===== src/rtl/prio_arb_enc_if.sv =====
// Request/grant bundle for prio_arb_enc: request vector, mode and ack from the
// requester side, registered index, one-hot grant and valid back from the arbiter.
interface prio_arb_enc_if #(
    parameter int unsigned N  = 8,
    parameter int unsigned QW = $clog2(N)
);
    logic [N-1:0]  d;
    logic          mode;
    logic          ack;
    logic [QW-1:0] q;
    logic [N-1:0]  g;
    logic          v;

    modport master (output d, mode, ack, input q, g, v);
    modport slave  (input d, mode, ack, output q, g, v);
endinterface


===== src/rtl/prio_arb_enc.sv =====
// Registered N-input priority encoder/arbiter with valid/ack hold.
// Define PRIO_ARB_ENC_RR_EN to build the round-robin mode and its last-grant pointer.
module prio_arb_enc #(
    parameter int unsigned N  = 8,
    parameter int unsigned QW = $clog2(N)
) (
    input  logic           clk,
    input  logic           reset,
    prio_arb_enc_if.slave  bus
);
    logic          load;
    logic          hit;
    logic [QW-1:0] fp_idx;
    logic [QW-1:0] win;

    assign load = !bus.v || bus.ack;
    assign hit  = |bus.d;

    // Ascending scan: the last set bit seen is the highest index.
    always_comb begin
        fp_idx = '0;
        for (int unsigned i = 0; i < N; i++) begin
            if (bus.d[i[QW-1:0]]) fp_idx = i[QW-1:0];
        end
    end

`ifdef PRIO_ARB_ENC_RR_EN
    logic [QW-1:0] last;
    logic [QW-1:0] rr_start;
    logic [QW-1:0] rr_idx;
    logic          rr_found;
    logic [31:0]   start_w;
    logic [31:0]   cand;

    // Downward scan from the slot below last, wrapping 0 -> N-1; handles non-power-of-two N.
    always_comb begin
        rr_start = (last == '0) ? QW'(N - 1) : last - QW'(1);
        start_w  = 32'(rr_start);
        rr_idx   = '0;
        rr_found = 1'b0;
        cand     = '0;
        for (int unsigned i = 0; i < N; i++) begin
            cand = (i <= start_w) ? (start_w - i) : (start_w + N - i);
            if (!rr_found && bus.d[cand[QW-1:0]]) begin
                rr_found = 1'b1;
                rr_idx   = cand[QW-1:0];
            end
        end
    end

    assign win = bus.mode ? rr_idx : fp_idx;

    always_ff @(posedge clk) begin
        if (reset) begin
            last <= '0;
        end else if (load && hit) begin
            last <= win;
        end
    end
`else
    logic unused_mode;
    assign unused_mode = bus.mode;
    assign win = fp_idx;
`endif

    always_ff @(posedge clk) begin
        if (reset) begin
            bus.q <= '0;
            bus.g <= '0;
            bus.v <= 1'b0;
        end else if (load) begin
            if (hit) begin
                bus.v <= 1'b1;
                bus.q <= win;
                bus.g <= {{(N-1){1'b0}}, 1'b1} << win;
            end else begin
                bus.v <= 1'b0;
                bus.q <= '0;
                bus.g <= '0;
            end
        end
    end
endmodule


===== src/flat_wrapper.sv =====
// flat-port wrapper written by rule: the top's interface ports become plain ports
module prio_arb_enc_flat 
#(
    parameter int unsigned N  = 8,
    parameter int unsigned QW = $clog2(N)
)
  (clk, reset, bus_d, bus_mode, bus_ack, bus_q, bus_g, bus_v);
  prio_arb_enc_if #(.N(N), .QW(QW)) bus_i ();
  input  logic clk;
  input  logic reset;
  input wire logic [$bits(bus_i.d)-1:0] bus_d;
  input wire logic [$bits(bus_i.mode)-1:0] bus_mode;
  input wire logic [$bits(bus_i.ack)-1:0] bus_ack;
  output wire logic [$bits(bus_i.q)-1:0] bus_q;
  output wire logic [$bits(bus_i.g)-1:0] bus_g;
  output wire logic [$bits(bus_i.v)-1:0] bus_v;
  assign bus_i.d = bus_d;
  assign bus_i.mode = bus_mode;
  assign bus_i.ack = bus_ack;
  assign bus_q = bus_i.q;
  assign bus_g = bus_i.g;
  assign bus_v = bus_i.v;
  prio_arb_enc #(.N(N), .QW(QW)) u_core (.clk(clk), .reset(reset), .bus(bus_i));
endmodule

===== config.mk =====
export PLATFORM = sky130hd
export DESIGN_NAME = prio_arb_enc_flat
export DESIGN_NICKNAME = d
export VERILOG_FILES = /design/src/rtl/prio_arb_enc_if.sv /design/src/rtl/prio_arb_enc.sv /design/src/flat_wrapper.sv
export SDC_FILE = /design/constraint.sdc
export NUM_CORES = 1
export LEC_CHECK = 0
export CORE_MARGIN = 2
export CORE_UTILIZATION = 39
export DETAILED_ROUTE_END_ITERATION = 8
export PLACE_DENSITY_LB_ADDON = 0.3
export SKIP_LAST_GASP = 1
export SLEW_MARGIN = 20
export SYNTH_ARGS = -nofsm -noshare
export SYNTH_HDL_FRONTEND = slang
export SYNTH_SLANG_ARGS = --single-unit

===== constraint.sdc =====
create_clock -name clk -period 1.35 [get_ports clk]
set_input_delay 0.135 -clock clk [delete_from_list [all_inputs] [get_ports clk]]
set_output_delay 0.135 -clock clk [all_outputs]
set_load 0.05 [all_outputs]

Word-level counts from Yosys, hierarchy flattened
Index checks and enable logic that the tools add are counted.
{"block": "word_totals", "register_bits": 12, "input_bits": 12, "output_inout_bits": 12, "wordCells": 17}
{"block": "classes", "shifts": 1, "muxes": 10, "reduce_logical": 3}
{"cell": "2-to-1 mux 3 bit", "n": 5}
{"cell": "2-to-1 mux 8 bit", "n": 1}
{"cell": "OR reduction 8 bit", "n": 1}
{"cell": "<< shifter 1 x 3 -> 8 bit (first input constant)", "n": 1}
{"cell": "2-to-1 mux 2 bit", "n": 2}
{"cell": "2-to-1 mux 1 bit", "n": 2}
{"cell": "logical NOT 1 bit", "n": 1}
{"cell": "logical OR 1 bit", "n": 1}

Logic depth before layout (Yosys ltp)
{"block": "depth", "word_depth": 9, "depth_mapped": 5, "depth_no_buf": 4}

Least setup slack after synthesis
No wires, ideal clock.
{"block": "synth_timing", "kind": "register to register", "from": "reg u_core.bus.v", "to": "reg u_core.bus.q[0]", "setup_ns": 0.117, "t_arrival_ns": 1.413, "required_time_ns": 1.233, "path_slack_ns": -0.181, "stages_incl_launch_ff": 5, "n_path_buf": 1, "period_less_slack_ns": 1.531, "cell_sequence": "dfxtp_1 -> and2b_4 -> clkbuf_1 -> a311oi_1 -> a32o_1"}
{"block": "synth_via", "elab_chain_cells": 2}
{"element": "from (decl)", "line_no": "prio_arb_enc_if.sv:15", "rtl": "modport slave (input d, mode, ack, output q, g, v);"}
{"element": "from (signal assigned)", "line_no": "prio_arb_enc.sv:70", "rtl": "bus.v <= 1'b0;"}
{"element": "from (signal assigned)", "line_no": "prio_arb_enc.sv:73", "rtl": "bus.v <= 1'b1;"}
{"element": "from (signal assigned)", "line_no": "prio_arb_enc.sv:77", "rtl": "bus.v <= 1'b0;"}
{"element": "logical NOT 1 bit", "line_no": "prio_arb_enc.sv:16", "rtl": "assign load = !bus.v || bus.ack;"}
{"element": "logical OR 1 bit", "line_no": "prio_arb_enc.sv:16"}
{"element": "to (signal assigned)", "line_no": "prio_arb_enc.sv:74", "rtl": "bus.q <= win;"}
{"element": "to (decl)", "line_no": "prio_arb_enc_if.sv:15"}
Every way passes these cells.
A chain may end at the register's enable or synchronous reset.

Final worst setup path
{"block": "layout_timing", "from": "in bus_d[7]", "to": "reg u_core.bus.g[1]"}
{"block": "layout_via", "elab_chain_cells": 3, "word_cells_on_any_way": 4, "classes_between": "shift (1); mux (2); reduce/logical (1)"}
{"element": "from (decl)", "line_no": "flat_wrapper.sv:11", "rtl": "input wire logic [$bits(bus_i.d)-1:0] bus_d;"}
{"element": "2-to-1 mux 3 bit", "line_no": "prio_arb_enc.sv:23", "rtl": "if (bus.d[i[QW-1:0]]) fp_idx = i[QW-1:0];"}
{"element": "<< shifter 1 x 3 -> 8 bit", "line_no": "prio_arb_enc.sv:75", "rtl": "bus.g <= {{(N-1){1'b0}}, 1'b1} << win;"}
{"element": "2-to-1 mux 8 bit (*)", "line_no": "prio_arb_enc.sv:72", "rtl": "if (hit) begin"}
{"element": "to (signal assigned)", "line_no": "prio_arb_enc.sv:75"}
{"element": "to (decl)", "line_no": "prio_arb_enc_if.sv:15"}
Every way passes the cells marked *; elsewhere a longest branch is shown, timed or not.

==> flow_summary.toml <==
[outcome]
status = "completed"

[floorplanning]
die_h_um = 41.3
coreArea_mm2 = 0.00130
pin_count = 24
start_util = 0.417
fp.dieArea_mm2 = 0.00171
die_w_um = 41.3
num_rows = 13

[timing]
max_slew_margin = 0.748
rsz0062_at_grt = "false"
slew_viol_final = 0
hold_viol_final = 0
skew_ps = 5.81
fmax_mhz = 792
post-route-period-util = 0.935
setup-violations-final = 0
finalSetupTns_ps = 0
fin_ws_ps = 87.7
fin_crit_ps = 1260
holdWs_ps = 368
worst_pin_slew_ps = 375

[flow_run]
drv_cap = 0

[placement]
place_hpwl_um = 1140
dp_slack_ps = -313
io_buffer_count = 22
finalWeightedCongestion = 0.794

[clock_network]
cts_root_buffer = "clkbuf_4"
cts_tree = "yes"
clk_latency_ps = 280
clockBufferDepth = 2
hold_buffers = 0
htree_levels = 1
cts_made_buffers = 3
clkTransAtPathRegs_ps = 80
cts.sinks = 12

[route]
routed_wirelength_um = 1430
via_per_inst = 5.26
drt_iter0_drc = 15
drc = 0
wl_per_cell_um = 12.8
vias = 589
dr.pass1.iters = 4
detail-route-antenna-nets = 0

[layout]
nets = 110
drive_gt1_frac = 0.309
antenna_cells = 0
fin_util = 0.775
area_growth_pct = 85.7

[global_route]
grt_max_degree = 11
grt_pass1_wl_um = 2320
grt_remaining_overflow = 0
grt_use_total = 0.215
antenna_found_initial = 0
grt_pass1_vias = 570

[pwr]
max-vdd-ir-drop_mv = 0.625
leakage_uw = 0.000412
power_density_mw_per_mm2 = 891

[worst_setup_path]
reg2reg_slack_ps = 250
crit_arrival_ps = 1480
cp-start-kind = "primary input"
end_kind = "flop"
required_ps = 1560
crit_fanout = 2
worstSetupPathType = "primary input to flop"

[logic_synthesis]
synth.avg_cell_area_um2 = 8.48
syn_area_um2 = 543
synthFlopType = "dfxtp_1"
synth_cells = 64
synth_nets = 76
synth-edff-count = 0
synth.yosys.seq_area_share = 0.442
synth-async-reset-ratio = 0
synth-seq-cells = 12
yosysWarnings = 0
synth.distinct_cells = 22

[min_path]
hold_class = "primary input to flop"
-- flip-flops by register name (all words and copies together) (netlist names) --
signal / count
u_core.bus.g: 8
u_core.bus.q: 3
u_core.bus.v: 1
-- cell type report --
class | instances | area (µm²)
Clock buffer | 4 | 36.3
Fill cell | 94 | 293
Inverter | 3 | 11.3
Multi-Input combinational cell | 46 | 285
Sequential cell | 12 | 241
Tap cell | 15 | 18.8
Timing Repair Buffer | 32 | 415
-- Yosys cell counts (2+ instances only) --
cell type,count,share of area
nor2_1,6,0.041
dfxtp_1,12,0.44
nand2_1,7,0.048
nor3_1,5,0.046
a32o_1,2,0.037
a21oi_1,9,0.083
inv_1,3,0.021
o31ai_1,2,0.028
nor4b_1,2,0.032
clkbuf_1,3,0.021
nand3_1,2,0.018
-- cell families after synthesis --
group,synth area share
and+or+nand+nor,0.313
DFF,0.442
buffers and inverters,0.0415
AOI/OAI and AO/OA,0.203
-- routing by layer --
metal,vias up,track usage,share of wire
li1,299,-,-
met1,270,0.235,0.42
met2,16,0.383,0.51
met3,4,0.0638,0.052
met4,0,0.0887,0.013
met5,-,0,0
-- path summary, 6_finish.rpt --
check               endpoint  cells past startpoint       startpoint
max          u_core.bus.g[1]                      5         bus_d[7]
min          u_core.bus.g[4]                      5         bus_d[5]
min reg2reg  u_core.bus.g[1]                      2  u_core.bus.g[1]
max reg2reg  u_core.bus.g[1]                      3     u_core.bus.v
-- placed cells by master (no fill, tap or decap) --
master           count
inv_1                3
o31ai_1              2
a311oi_1             1
nand2_1              7
dfxtp_1             11
a32o_1               2
buf_12              12
clkbuf_4             3
nand2b_1             1
nor2_1               6
o21ai_0              1
dlygate4sd2_1        2
nor4b_1              2
a41oi_1              1
nor3b_2              1
and2b_4              1
or3b_1               1
nor2b_1              1
nand3_1              2
dfxtp_2              1
dlymetal6s2s_1       1
and3b_1              1
a211oi_1             1
clkdlybuf4s50_1      7
nor4_4               1
nor3_1               5
clkbuf_8             1
a21oi_1              9
buf_4               10
-- what timing repair did --
action | 4_1_cts | 5_1_grt
resized for setup | 3 | 1
gates cloned | 0 | 0
endpoints found under the setup margin | 1 | 1
endpoints found under the hold margin | 0 | 0
buffers inserted | 0 | 0
pin swaps | 2 | 2
-- power breakdown --
group | leakage [µW] | internal [µW] | total [µW] | switching, µW
sequential | 0.0000986 | 369 | 384 | 15.4
combinational | 0.000293 | 116 | 230 | 114
clock | 0.0000210 | 164 | 285 | 121
total | 0.000412 | 649 | 899 | 250
-- critical path, cell delays in order --
cell and delay [ps]:
clkdlybuf4s50_1 480, nor4_4 180, and3b_1 200, or3b_1 340, a21oi_1 140
-- metrics by stage --
stage | instance area (µm²) | power (µW) | instances
after floorplan | 544 | 484 | 64
after global placement | 967 | 620 | 108
after detailed placement | 967 | 623 | 108
after CTS | 1010 | 909 | 112
after global routing | 1010 | 931 | 112
final | 1010 | 899 | 112
(Power assumes the default switching activity.)
